File: src/rtl/ps2_pkg.sv
// ps2_pkg -- shared types and constants for the PS/2 keyboard receiver.
//   ps2_state_e : deframer FSM states
//   PS2_EXT / PS2_BRK : prefix bytes folded into key_ext / key_break
//   KEY_LEFT / KEY_RIGHT / KEY_FIRE : scan codes of the tracked game keys
package ps2_pkg;

    typedef enum logic [1:0] {
        ST_IDLE   = 2'd0,
        ST_DATA   = 2'd1,
        ST_PARITY = 2'd2,
        ST_STOP   = 2'd3
    } ps2_state_e;

    localparam logic [7:0] PS2_EXT   = 8'hE0;
    localparam logic [7:0] PS2_BRK   = 8'hF0;
    localparam logic [7:0] KEY_LEFT  = 8'h6B;
    localparam logic [7:0] KEY_RIGHT = 8'h74;
    localparam logic [7:0] KEY_FIRE  = 8'h29;

endpackage

File: src/rtl/ps2_line_filter.sv
// ps2_line_filter -- synchroniser, glitch filter and falling-edge detect for
// the raw PS/2 pad lines.
//   clk, rst   : system clock, synchronous active-high reset
//   ps2_clk    : raw PS/2 clock (asynchronous)
//   ps2_data   : raw PS/2 data (asynchronous)
//   data_s     : synchronised data, same depth as the clock path
//   fall       : one-cycle strobe, registered one cycle after the filtered
//                clock goes 1->0
module ps2_line_filter #(
    parameter int SYNC_STAGES = 2,
    parameter int FILTER_LEN  = 4
) (
    input  logic clk,
    input  logic rst,
    input  logic ps2_clk,
    input  logic ps2_data,
    output logic data_s,
    output logic fall
);

    localparam int FW = (FILTER_LEN > 1) ? $clog2(FILTER_LEN) : 1;

    logic [SYNC_STAGES-1:0] clk_sync;
    logic [SYNC_STAGES-1:0] dat_sync;
    logic [FW-1:0]          fcnt;
    logic                   filt;
    logic                   filt_d;

    // Both lines idle high, so the chains and the filter preset to 1 and
    // reset can never manufacture an edge.
    always_ff @(posedge clk) begin
        if (rst) begin
            clk_sync <= '1;
            dat_sync <= '1;
        end else begin
            clk_sync <= {clk_sync[SYNC_STAGES-2:0], ps2_clk};
            dat_sync <= {dat_sync[SYNC_STAGES-2:0], ps2_data};
        end
    end

    // Filtered clock flips on the FILTER_LEN-th consecutive sample that
    // disagrees with it; any agreeing sample restarts the count, so pulses
    // shorter than FILTER_LEN cycles are swallowed.
    always_ff @(posedge clk) begin
        if (rst) begin
            filt <= 1'b1;
            fcnt <= '0;
        end else if (clk_sync[SYNC_STAGES-1] == filt) begin
            fcnt <= '0;
        end else if (fcnt == FW'(FILTER_LEN - 1)) begin
            filt <= clk_sync[SYNC_STAGES-1];
            fcnt <= '0;
        end else begin
            fcnt <= fcnt + 1'b1;
        end
    end

    always_ff @(posedge clk) begin
        if (rst) begin
            filt_d <= 1'b1;
            fall   <= 1'b0;
        end else begin
            filt_d <= filt;
            fall   <= filt_d & ~filt;
        end
    end

    assign data_s = dat_sync[SYNC_STAGES-1];

endmodule

File: src/rtl/ps2_keyboard_rx.sv
// ps2_keyboard_rx -- PS/2 keyboard receiver for the game core.
// Deframes 11-bit device-to-host frames, folds E0/F0 prefixes into flags and
// emits one-cycle key events.
//   clk, rst             : system clock, synchronous active-high reset
//   ps2_clk, ps2_data    : raw PS/2 pad lines (asynchronous)
//   key_valid            : one-cycle event strobe
//   key_code             : scan code (held between events)
//   key_break, key_ext   : F0 / E0 prefix seen for this event
//   frame_err            : one-cycle strobe on parity, stop or timeout error
//   key_left/right/fire  : held-key levels when PS2_KEYMAP_EN is defined,
//                          otherwise constant 0
// Optional feature macro: PS2_KEYMAP_EN
module ps2_keyboard_rx
    import ps2_pkg::*;
#(
    parameter int SYNC_STAGES    = 2,
    parameter int FILTER_LEN     = 4,
    parameter int TIMEOUT_CYCLES = 50000
) (
    input  logic       clk,
    input  logic       rst,
    input  logic       ps2_clk,
    input  logic       ps2_data,
    output logic       key_valid,
    output logic [7:0] key_code,
    output logic       key_break,
    output logic       key_ext,
    output logic       frame_err,
    output logic       key_left,
    output logic       key_right,
    output logic       key_fire
);

    localparam int TW = (TIMEOUT_CYCLES > 1) ? $clog2(TIMEOUT_CYCLES) : 1;

    logic       data_s;
    logic       fall;

    ps2_state_e state, state_nx;
    logic [2:0] bit_cnt;
    logic [7:0] shreg;
    logic       par_ok;
    logic [TW-1:0] to_cnt;
    logic       timeout;
    logic       byte_ok;
    logic       frm_err;
    logic       ext_pend;
    logic       brk_pend;

    ps2_line_filter #(
        .SYNC_STAGES (SYNC_STAGES),
        .FILTER_LEN  (FILTER_LEN)
    ) u_filter (
        .clk      (clk),
        .rst      (rst),
        .ps2_clk  (ps2_clk),
        .ps2_data (ps2_data),
        .data_s   (data_s),
        .fall     (fall)
    );

    // A fall in the same cycle as expiry restarts the count, so fall wins.
    assign timeout = (state != ST_IDLE) && !fall &&
                     (to_cnt == TW'(TIMEOUT_CYCLES - 1));

    always_ff @(posedge clk) begin
        if (rst) state <= ST_IDLE;
        else     state <= state_nx;
    end

    always_comb begin
        state_nx = state;
        byte_ok  = 1'b0;
        frm_err  = 1'b0;
        if (fall) begin
            case (state)
                ST_IDLE:   if (!data_s) state_nx = ST_DATA;
                ST_DATA:   if (bit_cnt == 3'd7) state_nx = ST_PARITY;
                ST_PARITY: state_nx = ST_STOP;
                ST_STOP: begin
                    state_nx = ST_IDLE;
                    if (data_s && par_ok) byte_ok = 1'b1;
                    else                  frm_err = 1'b1;
                end
                default:   state_nx = ST_IDLE;
            endcase
        end else if (timeout) begin
            state_nx = ST_IDLE;
            frm_err  = 1'b1;
        end
    end

    // Frame datapath: bit counter, LSB-first shifter, parity flag, timeout.
    always_ff @(posedge clk) begin
        if (rst) begin
            bit_cnt <= '0;
            shreg   <= '0;
            par_ok  <= 1'b0;
            to_cnt  <= '0;
        end else begin
            if (fall || state == ST_IDLE) to_cnt <= '0;
            else                          to_cnt <= to_cnt + 1'b1;

            if (fall) begin
                case (state)
                    ST_IDLE: bit_cnt <= '0;
                    ST_DATA: begin
                        shreg   <= {data_s, shreg[7:1]};
                        bit_cnt <= bit_cnt + 3'd1;
                    end
                    // Odd parity: data bits plus parity bit XOR to 1.
                    ST_PARITY: par_ok <= ^{shreg, data_s};
                    default: ;
                endcase
            end
        end
    end

    // Byte decoder: prefixes only set pending flags; every other accepted
    // byte becomes an event and consumes them. Errors drop pending prefixes.
    always_ff @(posedge clk) begin
        if (rst) begin
            key_valid <= 1'b0;
            frame_err <= 1'b0;
            key_code  <= '0;
            key_break <= 1'b0;
            key_ext   <= 1'b0;
            ext_pend  <= 1'b0;
            brk_pend  <= 1'b0;
        end else begin
            key_valid <= 1'b0;
            frame_err <= frm_err;
            if (frm_err) begin
                ext_pend <= 1'b0;
                brk_pend <= 1'b0;
            end else if (byte_ok) begin
                if (shreg == PS2_EXT) begin
                    ext_pend <= 1'b1;
                end else if (shreg == PS2_BRK) begin
                    brk_pend <= 1'b1;
                end else begin
                    key_valid <= 1'b1;
                    key_code  <= shreg;
                    key_break <= brk_pend;
                    key_ext   <= ext_pend;
                    ext_pend  <= 1'b0;
                    brk_pend  <= 1'b0;
                end
            end
        end
    end

`ifdef PS2_KEYMAP_EN
    // Held-key levels follow the registered event, one cycle after key_valid.
    always_ff @(posedge clk) begin
        if (rst) begin
            key_left  <= 1'b0;
            key_right <= 1'b0;
            key_fire  <= 1'b0;
        end else if (key_valid) begin
            if (key_ext && key_code == KEY_LEFT)   key_left  <= !key_break;
            if (key_ext && key_code == KEY_RIGHT)  key_right <= !key_break;
            if (!key_ext && key_code == KEY_FIRE)  key_fire  <= !key_break;
        end
    end
`else
    assign key_left  = 1'b0;
    assign key_right = 1'b0;
    assign key_fire  = 1'b0;
`endif

endmodule

File: config.mk
export PLATFORM = sky130hd
export DESIGN_NAME = ps2_keyboard_rx
export DESIGN_NICKNAME = d
export VERILOG_FILES = /design/src/rtl/ps2_pkg.sv /design/src/rtl/ps2_line_filter.sv /design/src/rtl/ps2_keyboard_rx.sv
export SDC_FILE = /design/constraint.sdc
export NUM_CORES = 1
export LEC_CHECK = 0
export CORE_MARGIN = 3
export CORE_UTILIZATION = 30
export CTS_BUF_LIST = sky130_fd_sc_hd__clkbuf_4 sky130_fd_sc_hd__clkbuf_8 sky130_fd_sc_hd__clkbuf_16
export DETAILED_ROUTE_END_ITERATION = 6
export RECOVER_POWER = 100
export SLEW_MARGIN = 15
export SYNTH_ARGS = -nofsm -noshare
export SYNTH_HDL_FRONTEND = slang
export SYNTH_HIERARCHICAL = 1
export SYNTH_SLANG_ARGS = --single-unit
File: constraint.sdc
create_clock -name clk -period 1.49 [get_ports clk]
set_input_delay 0.2235 -clock clk [delete_from_list [all_inputs] [get_ports clk]]
set_output_delay 0.2235 -clock clk [all_outputs]
set_load 0.05 [all_outputs]
== Word level (Yosys, flattened, before mapping) ==
Index checks and enable logic that the tools add are counted.
Word-level totals
  bits in registers: 53
  output and inout bits: 15
  logic and storage cells: 79
Cells by class
  $add $sub $neg: 3
  equality and inequality tests: 12
  mux-type cells: 17
  bitwise logic cells: 7
  reduce and logical (&&, ||, !) cells: 22
Operator list (count)
  16-bit by 1-bit adder with 16-bit output, second input constant: 1
  16-bit equality test, second input constant: 1
  8-bit equality test, second input constant: 2
  2-bit AND reduction: 6
  1-bit 2-to-1 mux: 11
  9-bit parity: 1
  2-bit 2-to-1 mux: 4
  2-bit one-hot mux with 4 select lines: 1
  2-bit equality test, second input constant: 3
  3-bit != test, second input constant: 2
  1-bit NOT: 6
  3-bit one-hot mux with 2 select lines: 1
  2-bit nonzero test: 3
  4-bit AND reduction: 1
  2-bit OR reduction: 2
  4-bit OR reduction: 1
  3-bit by 1-bit adder with 3-bit output, second input constant: 1
  3-bit equality test, second input constant: 1
  1-bit logical AND: 3
  3-bit AND reduction: 1
  3-bit OR reduction: 1
  2-bit by 1-bit adder with 2-bit output, second input constant: 1
  2-bit by 1-bit equality test with 1-bit output, second input constant: 1
  2-bit zero test: 1
  5 further kinds: 5

== Longest topological paths before layout ==
Gate-level depths: netlist of run 1.
  word-level depth: 7
  mapped depth: 6
  depth with buffers taken out: 6

== Cells and area by module ==
Netlist of run 1, hierarchy kept.
By module, submodules not included
  ps2_keyboard_rx: instances 1, cells an instance 219, area each 1979.4 um2, sequential area each 880.8 um2
  ps2_line_filter: instances 1, cells an instance 22, area each 276.5 um2, sequential area each 180.2 um2

== Worst setup path before layout of run 1 ==
No wires, ideal clock.
  path type: reg2reg
  start: reg state[0]
  end: reg to_cnt[10]
  data arrival time: 1.447 ns
  required time: 1.425 ns
  setup slack: -0.022 ns
  stages on the path, launching flop included: 7
  clock period less this slack: 1.512 ns
  path through: dfxtp_1 > inv_1 > ha_1 > or3_1 > clkbuf_1 > clkbuf_1 > nor2_1
Between the ends
  cells in the longest elaborated chain, start to end: 3
RTL lines
  start, declared: RTL line ps2_keyboard_rx.sv:39  | ps2_state_e state, state_nx;
  start signal, assigned: RTL line ps2_keyboard_rx.sv:68  | else state <= state_nx;
  2-bit zero test: RTL line ps2_keyboard_rx.sv:101  | if (fall || state == ST_IDLE) to_cnt <= '0;
  1-bit logical OR: RTL line ps2_keyboard_rx.sv:101
  2-bit OR reduction (no source line)
  end signal, assigned: RTL line ps2_keyboard_rx.sv:102  | else to_cnt <= to_cnt + 1'b1;
  end, declared: RTL line ps2_keyboard_rx.sv:43  | logic [TW-1:0] to_cnt;
No other way between the ends.
A chain may end at the register's enable or synchronous reset.

== Final worst setup path of run 1 ==
  start: reg state[0]
  end: reg state[0]
Between the ends
  cells in the longest elaborated chain, start to end: 5
  elaborated cells on any way between the ends: 13
  classes of those cells: eq/ne: 5; mux: 2; reduce/logical: 6
RTL lines
  2-bit nonzero test: RTL line ps2_keyboard_rx.sv:63  | assign timeout = (state != ST_IDLE) && !fall &&
  1-bit logical AND (2 in a row): RTL line ps2_keyboard_rx.sv:63
  2-bit nonzero test (no source line)
  3-bit AND reduction (no source line)
Parallel ways exist; a longest one is shown, timed or not.

==> results of run 1 <==
-- state kept, by name, indices dropped and copies added, names as in the netlist, 2 cells and up --
register,count
bit_cnt,3
key_code,8
shreg,8
state,2
to_cnt,16
u_filter/clk_sync,2
u_filter/dat_sync,2
u_filter/fcnt,2
-- worst max-delay path, cell delays in order (launching register included) --
cell      delay [ns]
dfxtp_2         0.40
inv_2           0.07
ha_4            0.17
nor4_4          0.25
nand3_2         0.14
o21ai_1         0.20
a211oi_1        0.09
-- final cells by class --
class	count	share of cell area
tap	96	0.0431
multi-input combinational	171	0.428
timing repair buffer	43	0.112
clock buffer	5	0.0247
inverter	6	0.00808
sequential	53	0.383
clock inverter	1	0.00179
-- metrics by stage --
stage | total power (W) | utilization | instances
after floorplan | 0.00150 | - | 243
after global placement | 0.00152 | 0.374 | 367
after detailed placement | 0.00152 | 0.374 | 367
after CTS | 0.00226 | 0.384 | 373
after global routing | 0.00232 | 0.395 | 375
final | 0.00223 | 0.395 | 375
-- layout by cell type (no fill, tap or decap), types with 2 or more instances in the layout --
cell,synthesis,routed
a21oi_1,14,14
a22oi_1,2,2
and4_4,2,2
buf_4,4,27
clkbuf_2,0,11
clkbuf_8,0,5
clkdlybuf4s50_1,0,3
conb_1,1,3
dfxtp_1,53,48
dfxtp_2,0,5
ha_1,8,5
ha_4,0,2
inv_1,6,5
mux2i_1,10,8
mux2i_2,0,2
nand2_1,24,24
nand3_1,10,9
nand3b_1,2,2
nand4_1,4,4
nand4_4,1,2
nor2_1,32,32
nor2b_1,3,3
nor3_1,2,2
nor4_1,5,2
nor4_2,0,2
o21ai_0,7,4
o21ai_1,0,2
or2_2,4,4
or3_1,4,4
xnor2_1,9,9
xor2_1,8,8
-- worst min-delay path by stage --
| stage | from | to | slack, ns | cells after the start |
|---|---|---|---|---|
| after floorplan | rst | u_filter/fcnt[1] | 0.30 | 1 |
| after global placement | u_filter/clk_sync[0] | u_filter/clk_sync[1] | 0.39 | 1 |
| after detailed placement | u_filter/dat_sync[0] | u_filter/dat_sync[1] | 0.40 | 1 |
| after CTS | u_filter/dat_sync[0] | u_filter/dat_sync[1] | 0.42 | 1 |
| after global routing | u_filter/clk_sync[0] | u_filter/clk_sync[1] | 0.43 | 1 |
| final | u_filter/filt_d | u_filter/fall | 0.42 | 2 |
-- repair_timing --
item / 4_1_cts / 5_1_grt
setup endpoints to repair: 4 / 27
gates cloned: 0 / 0
pin swaps: 0 / 4
setup buffers: 0 / 2
endpoints found under the hold margin: 0 / 0
resized for setup: 2 / 25
-- cells by family after synthesis --
| logic type | Yosys count | synth area share |
|---|---|---|
| AND/OR/NAND/NOR | 104 | 0.245 |
| AO/OA/AOI/OAI | 28 | 0.0760 |
| XOR/XNOR | 18 | 0.0760 |
| buffers and inverters | 19 | 0.0427 |
| adder cells (fa/ha/maj) | 8 | 0.0444 |
| multiplexers | 10 | 0.0444 |
| flip-flops | 53 | 0.470 |
| other | 1 | 0.00166 |
-- routing by layer --
layer | GRT usage | vias to the layer above | wire length (microns)
li1 | - | 891 | -
met1 | 0.135 | 797 | 2140
met2 | 0.156 | 23 | 1870
met3 | 0.0227 | 5 | 145
met4 | 0.0366 | 0 | 58
met5 | 0 | - | 0
-- where the power goes --
group,internal [W],switching [W],leakage [nW]
Clock,0.000310,0.000435,0.0399
Sequential,0.00142,0.00000292,0.430
Combinational,0.0000198,0.0000393,0.567
Total,0.00175,0.000477,1.04
==> impl_metrics.env, run 1 <==
export IMPL_startpoint_type="flip-flop"
export IMPL_firstDrtPassIters=4
export IMPL_drc=0
export IMPL_status="finished clean"
export IMPL_multi_input_area_sq_um=1190
export IMPL_synth_seq_cells=53
export IMPL_ys_top_cells_by_count="dfxtp_1, nor2_1, nand2_1"
export IMPL_synthMostInstantiatedCell="dfxtp_1"
export IMPL_coreArea_sq_um=7060
export IMPL_synth_area_leaders="dfxtp_1, nor2_1, ha_1"
export IMPL_cp_max_fo=4
export IMPL_ys_types=42
export IMPL_rrSetupSlack_ns=0.06
export IMPL_synth_area_sq_um=2260
export IMPL_worst_pin_slew_ns=0.592
export IMPL_pre_cts_ws_ns=-0.0561
export IMPL_dpl_instance_area_sq_um=2640
export IMPL_peakVddDrop_uv=322
export IMPL_critical_path_required_ns=1.69
export IMPL_die_width_microns=92.7
export IMPL_reg2reg_depth=6
export IMPL_cts_buffers=5
export IMPL_ys_seq_area_frac=0.470
export IMPL_timing_hold_ws_ns=0.415
export IMPL_drive_gt1_frac=0.265
export IMPL_powerDensity_nw_per_um2=799
export IMPL_start_util=0.320
export IMPL_regToRegEndpoint="state[0]"
export IMPL_cts_tree="yes"
export IMPL_fin_skew_ns=0.0128
export IMPL_synthArstFlopShare=0
export IMPL_grt_overflow=0
export IMPL_vias_per_cell=4.58
export IMPL_antenna_found_initial=0
export IMPL_ff_latch_area_sq_um=1070
export IMPL_relSlewSlack=0.607
export IMPL_via_count=1716
export IMPL_postSynthCellCount=241
export IMPL_yosys_area_top_type_share=0.470
export IMPL_ctsLongestPathBuffers=2
export IMPL_fillers=761
export IMPL_timing_max_cap_violations=0
export IMPL_num_io_pins=19
export IMPL_critPathLaunch="state[0]"
export IMPL_antenna_left=0
export IMPL_nets=292
export IMPL_diodes=0
export IMPL_power_leakage_nw=1.04
export IMPL_yosys_warnings=6
export IMPL_synth_enable_flop_cells=0
export IMPL_synthFlopType="dfxtp_1"
export IMPL_dp_hpwl_mm=3.04
export IMPL_rows=30
export IMPL_root_buffer="clkbuf_8"
export IMPL_syn_avg_cell_area_sq_um=9.36
export IMPL_r2r_start="state[0]"
export IMPL_gp_congestion=0.820
export IMPL_wl_per_cell_microns=11.2
export IMPL_fmax_mhz=698
export IMPL_wirelength_mm=4.21
export IMPL_grt_pass1_vias=1600
export IMPL_path_class="flip-flop to flip-flop"
export IMPL_cp_arrival_ns=1.63
export IMPL_rsz0062_at_grt="true"
export IMPL_area_growth_syn_to_layout_pct=23.6
export IMPL_crit_end="state[0]"
export IMPL_hold_viol=0
export IMPL_final_area_sq_um=2790
export IMPL_fin_tns_setup_ns=0
export IMPL_clk_latency_ns=0.30
export IMPL_portBuffers=15
export IMPL_drv_slew=0
export IMPL_clk_pin_slew_ns=0.10
export IMPL_first_iter_violations=103
export IMPL_period_share=0.961
export IMPL_htreeDepth=2
export IMPL_cts_hold_buf=0
export IMPL_setup_viol=0
export IMPL_grt_max_degree=25
export IMPL_fin_crit_ns=1.43
export IMPL_fin_ws_ns=0.0577
export IMPL_die_h_microns=92.7
export IMPL_grt_pass1_wl_mm=7.00
export IMPL_min_path_type="flip-flop to flip-flop"
export IMPL_die_area_sq_um=8600
export IMPL_clock_sinks=53
export IMPL_synth_top_area_cell="dfxtp_1"
export IMPL_globalRouteTotalUtil=0.100
export IMPL_cp_end_kind="flip-flop"
Note: power is estimated with default switching activity, not from simulation.
==> inputs of run 2 (changes only) <==
Settings changed: CORE_ASPECT_RATIO set to 1.75, PLACE_DENSITY_LB_ADDON set to 0.15.
==> run 2 against run 1 <==
Effect of this change:
- combinational power rose by 7.6%
- final cell count fell by 3.5%
- global-route usage rose by 1.8 points
- maximum frequency rose by 0.53%
- worst setup slack improved by 0.0075 ns
- wire length rose by 11%
- critical endpoint is now key_code[7]
- highest routed layer unchanged
==> impl_metrics.env, run 2 (synthesis gave the netlist of run 1 again) <==
export IMPL_powerDensity_nw_per_um2=1050
export IMPL_die_h_microns=121
export IMPL_fin_tns_setup_ns=0
export IMPL_root_buffer="clkbuf_16"
export IMPL_die_width_microns=71.6
export IMPL_fin_skew_ns=0.00590
export IMPL_grt_overflow=0
export IMPL_rsz0062_at_grt="true"
export IMPL_hold_viol=0
export IMPL_mostFrequentLayoutCell="dfxtp_1"
export IMPL_fin_crit_ns=1.42
export IMPL_cp_end_kind="flip-flop"
export IMPL_antenna_found_initial=0
export IMPL_crit_chain="ha_2 -> nand4_4 -> a31oi_4 -> buf_12 -> mux2i_2 -> nor2_1"
export IMPL_coreArea_sq_um=7280
export IMPL_drc=0
export IMPL_cp_arrival_ns=1.61
export IMPL_ctsLongestPathBuffers=2
export IMPL_clk_latency_ns=0.29
export IMPL_regMostFlops="to_cnt"
export IMPL_grt_max_degree=17
export IMPL_final_util=0.387
export IMPL_wl_per_cell_microns=12.9
export IMPL_drive_gt1_frac=0.214
export IMPL_place_inst=354
export IMPL_layout_common_cells="dfxtp_1, nor2_1, nand2_1"
export IMPL_clk_pin_slew_ns=0.07
export IMPL_fin_cells=362
export IMPL_globalRouteTotalUtil=0.118
export IMPL_antenna_left=0
export IMPL_dp_hpwl_mm=3.43
export IMPL_firstDrtPassIters=4
export IMPL_cp_max_fo=13
export IMPL_grt_pass1_vias=1679
export IMPL_timing_hold_ws_ns=0.408
export IMPL_fmax_mhz=702
export IMPL_die_area_sq_um=8640
export IMPL_critPathSlowestCell="dfxtp_2"
export IMPL_path_class="flip-flop to flip-flop"
export IMPL_worst_pin_slew_ns=0.599
export IMPL_vias_per_cell=4.75
export IMPL_cts_hold_buf=0
export IMPL_portBuffers=15
export IMPL_min_path_type="flip-flop to flip-flop"
export IMPL_startpoint_type="flip-flop"
export IMPL_area_growth_syn_to_layout_pct=25.1
export IMPL_postCtsSetupBuffers=0
export IMPL_wirelength_mm=4.66
export IMPL_gp_congestion=0.820
export IMPL_cts_tree="yes"
export IMPL_first_iter_violations=86
export IMPL_largest_reg_flops=16
export IMPL_rows=41
export IMPL_htreeDepth=2
export IMPL_relSlewSlack=0.602
export IMPL_grt_pass1_wl_mm=7.89
export IMPL_period_share=0.956
export IMPL_start_util=0.310
export IMPL_num_io_pins=19
export IMPL_peakVddDrop_uv=560
export IMPL_slowest_delay_ns=0.35
export IMPL_cts_buffers=5
export IMPL_reg_largest_list="to_cnt: 16 flops, key_code: 8 flops, shreg: 8 flops"
export IMPL_drv_slew=0
export IMPL_critical_path_required_ns=1.68
export IMPL_setup_viol=0
export IMPL_nets=287
export IMPL_status="finished clean"
export IMPL_diodes=0
export IMPL_timing_max_cap_violations=0
export IMPL_via_count=1718
export IMPL_power_leakage_nw=1.05
export IMPL_clock_sinks=53
## run 2: changes by cell type in the layout (fill, tap and decap cells not counted), moves of 5 or more
| cell | previous run | this run |
|---|---|---|
| buf_4 | 27 | 21 |
| clkbuf_16 | 0 | 5 |
| clkbuf_2 | 11 | 3 |
| clkbuf_8 | 5 | 0 |
| clkbuf_1 | 1 | 8 |
## run 2: power breakdown
group / total (W) / internal [W] / switching, W
sequential: 0.00142 / 0.00142 / 0.00000266
combinational: 0.0000636 / 0.0000236 / 0.0000401
clock: 0.00147 / 0.000959 / 0.000507
## run 2: per-stage QoR
step                      power (W)  worst slack [ns]  area (sq um)
after floorplan             0.00150           0.00962          2260
after CTS                   0.00302           -0.0193          2840
final                       0.00295            0.0652          2820
after detailed placement    0.00152            -0.136          2640
after global placement      0.00152           -0.0299          2640
after global routing        0.00306           -0.0723          2820
## run 2: layer usage
layer  GRT usage  routed length, microns  vias to the layer above
li1            -                       -                      884
met1       0.124                    1860                      814
met2       0.216                    2610                       15
met3      0.0275                     113                        5
met4      0.0529                      78                        0
met5           0                       0                        -
## run 2: worst max-delay path, delay by kind of cell, from the launching register on
| family | cells | cell delay (ns) |
|---|---|---|
| compound gates | 1 | 0.19 |
| fa+ha+maj | 1 | 0.21 |
| buf+inv | 1 | 0.17 |
| flops | 1 | 0.35 |
| mux | 1 | 0.21 |
| simple gates | 2 | 0.18 |
## run 2: final cells by class
class | instances | area, sq um
fill | 770 | 4460
tap | 86 | 108
timing repair buffer | 38 | 277
sequential | 53 | 1060
multi-input combinational | 171 | 1160
clock buffer | 5 | 125
clock inverter | 3 | 65.1
inverter | 6 | 22.5
## run 2: repair_timing
action / 4_1_cts / 5_1_grt
gates cloned: 0 / 0
pin swaps: 2 / 5
setup endpoints to repair: 10 / 41
resized for setup: 3 / 17
## run 2: final timing paths
path	startpoint	to	slack [ns]	depth (start not counted)
worst max-delay path	state[0]	key_code[7]	0.07	6
worst min-delay path	u_filter/clk_sync[0]	u_filter/clk_sync[1]	0.41	1
worst max register to register	state[0]	key_code[7]	0.07	6
worst min register to register	u_filter/clk_sync[0]	u_filter/clk_sync[1]	0.41	1
